## config.mk

```make
export PLATFORM = sky130hd
export DESIGN_NAME = seg_display_driver_flat
export DESIGN_NICKNAME = d
export VERILOG_FILES = /design/src/rtl/seg_display_driver_if.sv /design/src/rtl/seg_display_driver.sv /design/src/flat_wrapper.sv
export SDC_FILE = /design/constraint.sdc
export NUM_CORES = 1
export LEC_CHECK = 0
export ABC_AREA = 1
export CAP_MARGIN = 5
export CORE_MARGIN = 3
export CORE_UTILIZATION = 59
export DETAILED_ROUTE_END_ITERATION = 12
export GPL_TIMING_DRIVEN = 1
export PLACE_DENSITY = 0.83
export SLEW_MARGIN = 20
export SYNTH_ARGS = -nofsm -noshare
export SYNTH_HDL_FRONTEND = slang
export SYNTH_SLANG_ARGS = --single-unit
```

## constraint.sdc

```tcl
create_clock -name clk -period 3 [get_ports clk]
set_input_delay 0.9 -clock clk [delete_from_list [all_inputs] [get_ports clk]]
set_output_delay 0.9 -clock clk [all_outputs]
set_load 0.05 [all_outputs]
```

## src/rtl/seg_display_driver_if.sv

```systemverilog
// Bus between the value/format source and the multiplexed 7-segment driver.
// The master supplies the word and format; the slave drives the display pins.
interface seg_display_driver_if #(
    parameter int WORD_W = 16,
    parameter int DIGITS = WORD_W / 4
);
    logic [WORD_W-1:0] digits;
    logic              blank_en;
    logic [DIGITS-1:0] dp_sel;
    logic [6:0]        seg;
    logic              dp;
    logic [DIGITS-1:0] an;
    logic              frame_done;

    modport master (
        output digits, blank_en, dp_sel,
        input  seg, dp, an, frame_done
    );

    modport slave (
        input  digits, blank_en, dp_sel,
        output seg, dp, an, frame_done
    );
endinterface

```

## src/rtl/seg_display_driver.sv

```systemverilog
// Time-multiplexed 7-segment driver. The word is latched once per frame, so a
// frame never mixes two values. Optional leading-zero blanking is supported.
module seg_display_driver #(
    parameter int WORD_W      = 16,
    parameter int DIGITS      = WORD_W / 4,
    parameter int REFRESH_CNT = 50000
) (
    input  logic               clk,
    input  logic               reset,
    seg_display_driver_if.slave bus
);
    localparam int PRE_W  = (REFRESH_CNT > 1) ? $clog2(REFRESH_CNT) : 1;
    localparam int SCAN_W = (DIGITS > 1) ? $clog2(DIGITS) : 1;
    localparam logic [PRE_W-1:0]  PRE_LAST  = PRE_W'(REFRESH_CNT - 1);
    localparam logic [SCAN_W-1:0] SCAN_LAST = SCAN_W'(DIGITS - 1);

    logic [PRE_W-1:0]    pre_reg;
    logic [SCAN_W-1:0]   scan_reg;
    logic [4*DIGITS-1:0] sh_digits_reg;
    logic                sh_blank_reg;
    logic [DIGITS-1:0]   sh_dp_reg;
    logic                frame_done_reg;
    logic [6:0]          seg_reg;
    logic                dp_reg;
    logic [DIGITS-1:0]   an_reg;

    logic                tick;
    logic                frame_end;
    logic [3:0]          nib [DIGITS];
    logic [DIGITS-1:0]   an_base;
    logic [DIGITS-1:0]   blanked;
    logic [6:0]          seg_next;
    logic                dp_next;
    logic [DIGITS-1:0]   an_next;

    assign tick      = (pre_reg == PRE_LAST);
    assign frame_end = tick && (scan_reg == SCAN_LAST);

    function automatic logic [6:0] hex_to_seg(input logic [3:0] v);
        // active-high gfedcba
        case (v)
            4'h0: hex_to_seg = 7'h3F;
            4'h1: hex_to_seg = 7'h06;
            4'h2: hex_to_seg = 7'h5B;
            4'h3: hex_to_seg = 7'h4F;
            4'h4: hex_to_seg = 7'h66;
            4'h5: hex_to_seg = 7'h6D;
            4'h6: hex_to_seg = 7'h7D;
            4'h7: hex_to_seg = 7'h07;
            4'h8: hex_to_seg = 7'h7F;
            4'h9: hex_to_seg = 7'h6F;
            4'hA: hex_to_seg = 7'h77;
            4'hB: hex_to_seg = 7'h7C;
            4'hC: hex_to_seg = 7'h39;
            4'hD: hex_to_seg = 7'h5E;
            4'hE: hex_to_seg = 7'h79;
            default: hex_to_seg = 7'h71;
        endcase
    endfunction

    generate
        for (genvar gi = 0; gi < DIGITS; gi++) begin : g_digit
            assign nib[gi]     = sh_digits_reg[gi*4 +: 4];
            assign an_base[gi] = (scan_reg != SCAN_W'(gi));
        end
    endgenerate

    // Walk down from the most significant digit; a digit is blanked while
    // everything at and above it is zero. Digit 0 is always shown.
    always_comb begin
        logic all_zero;
        blanked  = '0;
        all_zero = 1'b1;
        for (int i = DIGITS - 1; i > 0; i--) begin
            all_zero   = all_zero && (nib[i] == 4'd0);
            blanked[i] = sh_blank_reg && all_zero;
        end
    end

    always_comb begin
        seg_next = ~hex_to_seg(nib[scan_reg]);
        dp_next  = ~sh_dp_reg[scan_reg];
        an_next  = an_base;
        if (blanked[scan_reg]) begin
            seg_next = 7'h7F;
            dp_next  = 1'b1;
            an_next  = '1;
        end
    end

    always_ff @(posedge clk or posedge reset) begin
        if (reset) begin
            pre_reg        <= '0;
            scan_reg       <= '0;
            sh_digits_reg  <= '0;
            sh_blank_reg   <= 1'b0;
            sh_dp_reg      <= '0;
            frame_done_reg <= 1'b0;
            seg_reg        <= 7'h7F;
            dp_reg         <= 1'b1;
            an_reg         <= '1;
        end else begin
            pre_reg <= tick ? '0 : pre_reg + 1'b1;
            if (tick) begin
                scan_reg <= (scan_reg == SCAN_LAST) ? '0 : scan_reg + 1'b1;
            end
            if (frame_end) begin
                sh_digits_reg <= bus.digits[4*DIGITS-1:0];
                sh_blank_reg  <= bus.blank_en;
                sh_dp_reg     <= bus.dp_sel;
            end
            frame_done_reg <= frame_end;
            seg_reg        <= seg_next;
            dp_reg         <= dp_next;
            an_reg         <= an_next;
        end
    end

    assign bus.seg        = seg_reg;
    assign bus.dp         = dp_reg;
    assign bus.an         = an_reg;
    assign bus.frame_done = frame_done_reg;
endmodule

```

## src/flat_wrapper.sv

```systemverilog
// flat-port wrapper written by rule: the top's interface ports become plain ports
module seg_display_driver_flat 
#(
    parameter int WORD_W      = 16,
    parameter int DIGITS      = WORD_W / 4,
    parameter int REFRESH_CNT = 50000
)
  (clk, reset, bus_digits, bus_blank_en, bus_dp_sel, bus_seg, bus_dp, bus_an, bus_frame_done);
  seg_display_driver_if #(.WORD_W(WORD_W), .DIGITS(DIGITS)) bus_i ();
  input  logic clk;
  input  logic reset;
  input wire logic [$bits(bus_i.digits)-1:0] bus_digits;
  input wire logic [$bits(bus_i.blank_en)-1:0] bus_blank_en;
  input wire logic [$bits(bus_i.dp_sel)-1:0] bus_dp_sel;
  output wire logic [$bits(bus_i.seg)-1:0] bus_seg;
  output wire logic [$bits(bus_i.dp)-1:0] bus_dp;
  output wire logic [$bits(bus_i.an)-1:0] bus_an;
  output wire logic [$bits(bus_i.frame_done)-1:0] bus_frame_done;
  assign bus_i.digits = bus_digits;
  assign bus_i.blank_en = bus_blank_en;
  assign bus_i.dp_sel = bus_dp_sel;
  assign bus_seg = bus_i.seg;
  assign bus_dp = bus_i.dp;
  assign bus_an = bus_i.an;
  assign bus_frame_done = bus_i.frame_done;
  seg_display_driver #(.WORD_W(WORD_W), .DIGITS(DIGITS), .REFRESH_CNT(REFRESH_CNT)) u_core (.clk(clk), .reset(reset), .bus(bus_i));
endmodule
```

Word level (Yosys, flattened, before mapping)
Memory sizes are Yosys's and may differ from the RTL's.
Cells that the tools add are included.
{"block": "word_totals", "out_inout_bits": 13, "reg_bits": 52, "elab_cells": 44, "inputBits": 23, "rom_bits": 112, "n_memories": 1}
{"memory": "(name not given)", "words": 16, "word_bits": 7, "read_ports": 1, "rd_clocked_by_memory_dff": 0, "write_ports": 0, "line": "seg_display_driver.sv:41", "source": "case (v)"}
{"block": "op_classes", "n_addsub": 2, "bitwise": 3, "eq_ne": 5, "reduce_logical": 10, "muxes": 12, "magnitude_cmp": 2}
{"operator": "adder 16 x 1 -> 16 bit (second input constant)", "count": 1}
{"operator": "== test 16 bit (second input constant)", "count": 1}
{"operator": "2-to-1 mux 16 bit", "count": 1}
{"operator": "zero test 4 bit", "count": 3}
{"operator": "2-to-1 mux 4 bit", "count": 3}
{"operator": "binary-select mux 4 bit (select 2 bit)", "count": 1}
{"operator": "2-to-1 mux 7 bit", "count": 1}
{"operator": "NOT 7 bit", "count": 1}
{"operator": "logical AND 1 bit", "count": 6}
{"operator": "binary-select mux 1 bit (select 2 bit)", "count": 2}
{"operator": "!= test 2 bit (second input constant)", "count": 2}
{"operator": ">= comparator 3 bit (second input constant)", "count": 1}
{"operator": "< comparator 2 x 3 -> 1 bit (second input constant)", "count": 1}
{"operator": "2-to-1 mux 1 bit", "count": 3}
{"operator": "NOT 2 -> 3 bit", "count": 1}
{"operator": "adder 2 x 1 -> 2 bit (second input constant)", "count": 1}
{"operator": "== test 2 bit (second input constant)", "count": 1}
{"operator": "2-to-1 mux 2 bit", "count": 1}
{"operator": "!= test 2 x 1 -> 1 bit (second input constant)", "count": 1}
{"operator": "nonzero test 2 bit", "count": 1}
{"operator": "NOT 1 bit", "count": 1}

Logic depth before layout (Yosys ltp)
{"block": "logic_depth", "word_depth": 7, "ltp_mapped": 11, "ltp_nobuf": 10}

Worst setup path after synthesis
No wires, ideal clock.
{"block": "synth_path", "kind": "reg-to-reg", "startpoint": "reg u_core.scan_reg[1]", "endpoint": "reg u_core.seg_reg[3], in the netlist u_core.bus.seg[3]", "setup_time_ns": 0.083, "slack_ns": 1.387, "required_time_ns": 2.917, "period_less_slack_ns": 1.613, "stages_incl_launch_ff": 11, "n_path_buf": 1, "arrival_time_ns": 1.530, "cell_sequence": "dfrtp_1 buf_6 inv_1 nand3_1 nand2_1 inv_1 ha_1 inv_1 nand2_1 nand3_1 nand3_1"}
{"block": "synth_via", "elab_chain_cells": 7, "elab_cells_between_ends": 9, "classes_between": "mux: 6; bitwise: 2; memory: 1"}
{"element": "start: declaration", "line": "seg_display_driver.sv:18", "source": "logic [SCAN_W-1:0] scan_reg;"}
{"element": "start signal: assignment", "line": "seg_display_driver.sv:105", "source": "scan_reg <= (scan_reg == SCAN_LAST) ? '0 : scan_reg + 1'b1;"}
{"element": "NOT 2 -> 3 bit (not written as such)", "line": "seg_display_driver.sv:81", "source": "seg_next = ~hex_to_seg(nib[scan_reg]);"}
{"element": "binary-select mux 4 bit (select 2 bit)", "line": "seg_display_driver.sv:81"}
{"element": "2-to-1 mux 4 bit (not written as such) (2 in a row)", "line": "seg_display_driver.sv:81"}
{"element": "memory (16 x 7 bit)"}
{"element": "NOT 7 bit", "line": "seg_display_driver.sv:81"}
{"element": "2-to-1 mux 7 bit (*)", "line": "seg_display_driver.sv:84", "source": "if (blanked[scan_reg]) begin"}
{"element": "net u_core.seg_next[3]", "line": "seg_display_driver.sv:32", "source": "logic [6:0] seg_next;"}
{"element": "end signal: assignment", "line": "seg_display_driver.sv:113", "source": "seg_reg <= seg_next;"}
{"element": "end: declaration", "line": "seg_display_driver.sv:23", "source": "logic [6:0] seg_reg;"}
The timed path passes the listed nets; every way through them passes the cells marked *. The select of a mux whose other input is x is not followed.
A chain may end at the register's enable or synchronous reset.

Worst setup path in the final report
{"block": "layout_path", "startpoint": "reg u_core.seg_reg[2], in the netlist u_core.bus.seg[2]", "endpoint": "out bus_seg[2]"}
{"element": "end: declaration", "line": "flat_wrapper.sv:15", "source": "output wire logic [$bits(bus_i.seg)-1:0] bus_seg;"}
No word-level cell between the ends.

==> results.md <==
* Outcome: finished, final reports clean
* DRT Pass-1 Iters at 4
* DRT iter0 DRCs at 208
* Inserted Diodes at 0
* Post-CTS Setup Inserts at 0
* Hold Path Class: flip-flop to flip-flop
* Post-Route WL at 5560 um
* Final nets at 413
* Max Freq at 0.397 GHz
* Largest net degree at the start of global routing at 29
* Max-Cap Viols at 0
* Syn Area/Cell at 8.04 sq um
* RD Place Congestion at 0.892
* Crit path max fanout at 1
* Number of CTS-inserted buffers at 5
* Type of origin of the critical path: flip-flop
* Flops & latches, synth at 52
* Most frequent cells in the layout: nand2_1 (113), dfrtp_1 (40), nor2_1 (36)
* Critical path class: flip-flop to output pin
* Vias at 2345
* Psw at 0.000240 W
* Vias in the first global route at 2057
* Yosys top cell area share at 0.361
* Placeable Area at 4440 sq um
* Die height at 74.6 um
* Crit path time final at 2.52 ns
* DRC viols at 0
* Fin Clk Skew at 0.00904 ns
* Synthesis-to-layout area growth at 17.2%
* Post-CTS Resized at 0
* Yosys warnings at 0
* Max Root-Sink Buffers at 2
* CTS tree: done
* GR Util All Layers at 0.218
* CP max stage delay at 0.79 ns
* Max H-tree Level at 2
* Count of cell types in the netlist at 28
* Required time of the critical path at 2.10 ns
* Peak supply drop at 215 uV
* Number of hold buffers added after CTS at 0
* First-pass GRT wire length at 9240 um
* DR WL/cell at 12.9 um
* DR vias/cell at 5.43
* Power Dens Cells at 374 nW/um^2
* FILL cells at 347
* Final core area utilization at 0.731
* WP buf/inv at 1
* Slew margin rel. at 0.603
* Net Sw Frac at 0.198
* Detailed Place HPWL at 4030 um
* Most common cell after layout, fill and taps aside: nand2_1
* Comb pwr share at 0.037
* Initial antenna violation count at 0
* Worst-margin pin slew at 0.595 ns
* # rows at 24
* Synth area leader: dfrtp_1
* Top post-synthesis cells by area: dfrtp_1 (36%), nand2_1 (15%), dfstp_2 (11%)
* P_int at 0.000976 W
* Reg power frac at 0.576
* Die X at 74.6 um
* Clock power frac at 0.387
* Detail Route Antenna Nets at 0
* Top-Level Pins at 36
* PortBufs at 35
* CTS root buffer: clkbuf_8
* Seq/Total Area, Yosys at 0.475
* CP delay by family, top: buffers and inverters
* Critical Path End Type: output pin
* TNS Setup at 0 ns
* RSZ-0062 raised after global routing: no
* Crit-path cells: clkdlybuf4s50_1
* CP Data Arrival Time at 1.62 ns
* Starting density of the core at 0.624
* Crit-path slowest cell: clkdlybuf4s50_1
* Layout cells sized above 1 at 0.113
* Setup Viol. Count Final at 0
* Worst skew pair latency at 0.30 ns
* Final Hold Viols at 0
* Max-slew violations at 0
* Global route overflow at 0
* Worst Hold Margin at 0.464 ns
* CTS sink count at 52
* Synth Instances at 345
* Final period util at 0.840
* Post-synthesis cell area at 2770 sq um
* Clk slew on worst S/H paths at 0.09 ns
* Die area at 5560 sq um
* Syn_nets at 379
* Pleak at 1.53 nW
[cell families (layout without fill, tap and decap cells)]
family	after synthesis	count (layout)	share of synthesized area
simple gates	222	222	0.369
flops	52	52	0.475
buf+inv	45	80	0.0749
compound gates	13	13	0.0253
fa+ha+maj	11	11	0.0496
xor+xnor	2	2	0.00632
[layer usage]
metal  global-route usage  up-vias  wire, um
met5                    0        -         0
met4               0.0850        0        75
met3               0.0311        7       332
met2                0.333       81      2530
met1                0.315     1085      2620
li1                     -     1172         -
[path summary, 6_finish.rpt]
kind | cells past startpoint | startpoint | endpoint | slack, ns
worst min-delay path | 1 | u_core.pre_reg[0] | u_core.pre_reg[0] | 0.46
worst max register to register | 8 | u_core.pre_reg[0] | u_core.sh_digits_reg[10] | 0.92
max in group asynchronous | 3 | reset | u_core.pre_reg[9] | 1.49
min in group asynchronous | 2 | reset | u_core.pre_reg[14] | 0.97
worst min register to register | 1 | u_core.pre_reg[0] | u_core.pre_reg[0] | 0.46
worst max-delay path | 1 | u_core.bus.seg[2] | bus_seg[2] | 0.48
[power by group through the flow]
| stage | combinational (W) | sequential (W) | clock [W] |
|---|---|---|---|
| floorplan | 0.0000101 | 0.000714 | 0 |
| global placement | 0.0000459 | 0.000714 | 0 |
| detailed placement | 0.0000462 | 0.000714 | 0 |
| CTS | 0.0000466 | 0.000701 | 0.000477 |
| global route | 0.0000502 | 0.000701 | 0.000502 |
| finish | 0.0000453 | 0.000701 | 0.000470 |
[cells in the mapped netlist]
master    number
or2_2          2
o22ai_1        1
buf_6          4
nor2_4         2
nor2_2         1
nor2_1        36
dfrtp_1       40
nand3_1       32
o21bai_1       1
nand2_1      113
inv_2          5
nor3_1         2
xor2_1         2
buf_2          4
nand2_2        4
clkbuf_1       2
inv_1         29
nand4_1       24
a31oi_1        1
buf_4          1
o21ai_0        7
o21ai_1        1
nand2_4        2
nand3_4        2
ha_1          11
nand3_2        2
dfstp_2       12
a21oi_1        2
[area by class of cell]
cell class | instances | area (sq um) | area share
inverters | 34 | 128 | 0.0393
clock inverters | 2 | 35.0 | 0.0108
flip-flops and latches | 52 | 1320 | 0.405
clock buffers | 6 | 72.6 | 0.0223
repair buffers | 38 | 385 | 0.119
well taps | 52 | 65.1 | 0.0200
multi-input cells | 248 | 1250 | 0.384
[per-stage QoR]
| stage | area [sq um] | cells | power [W] | worst slack [ns] |
|---|---|---|---|---|
| after CTS | 3250 | 432 | 0.00122 | 0.473 |
| after detailed placement | 3140 | 424 | 0.000761 | 0.808 |
| after global placement | 3140 | 424 | 0.000760 | 0.821 |
| after global routing | 3250 | 432 | 0.00125 | 0.453 |
| after floorplan | 2770 | 345 | 0.000724 | 0.862 |
| final | 3250 | 432 | 0.00122 | 0.479 |
Note: power is estimated with default switching activity, not from simulation.
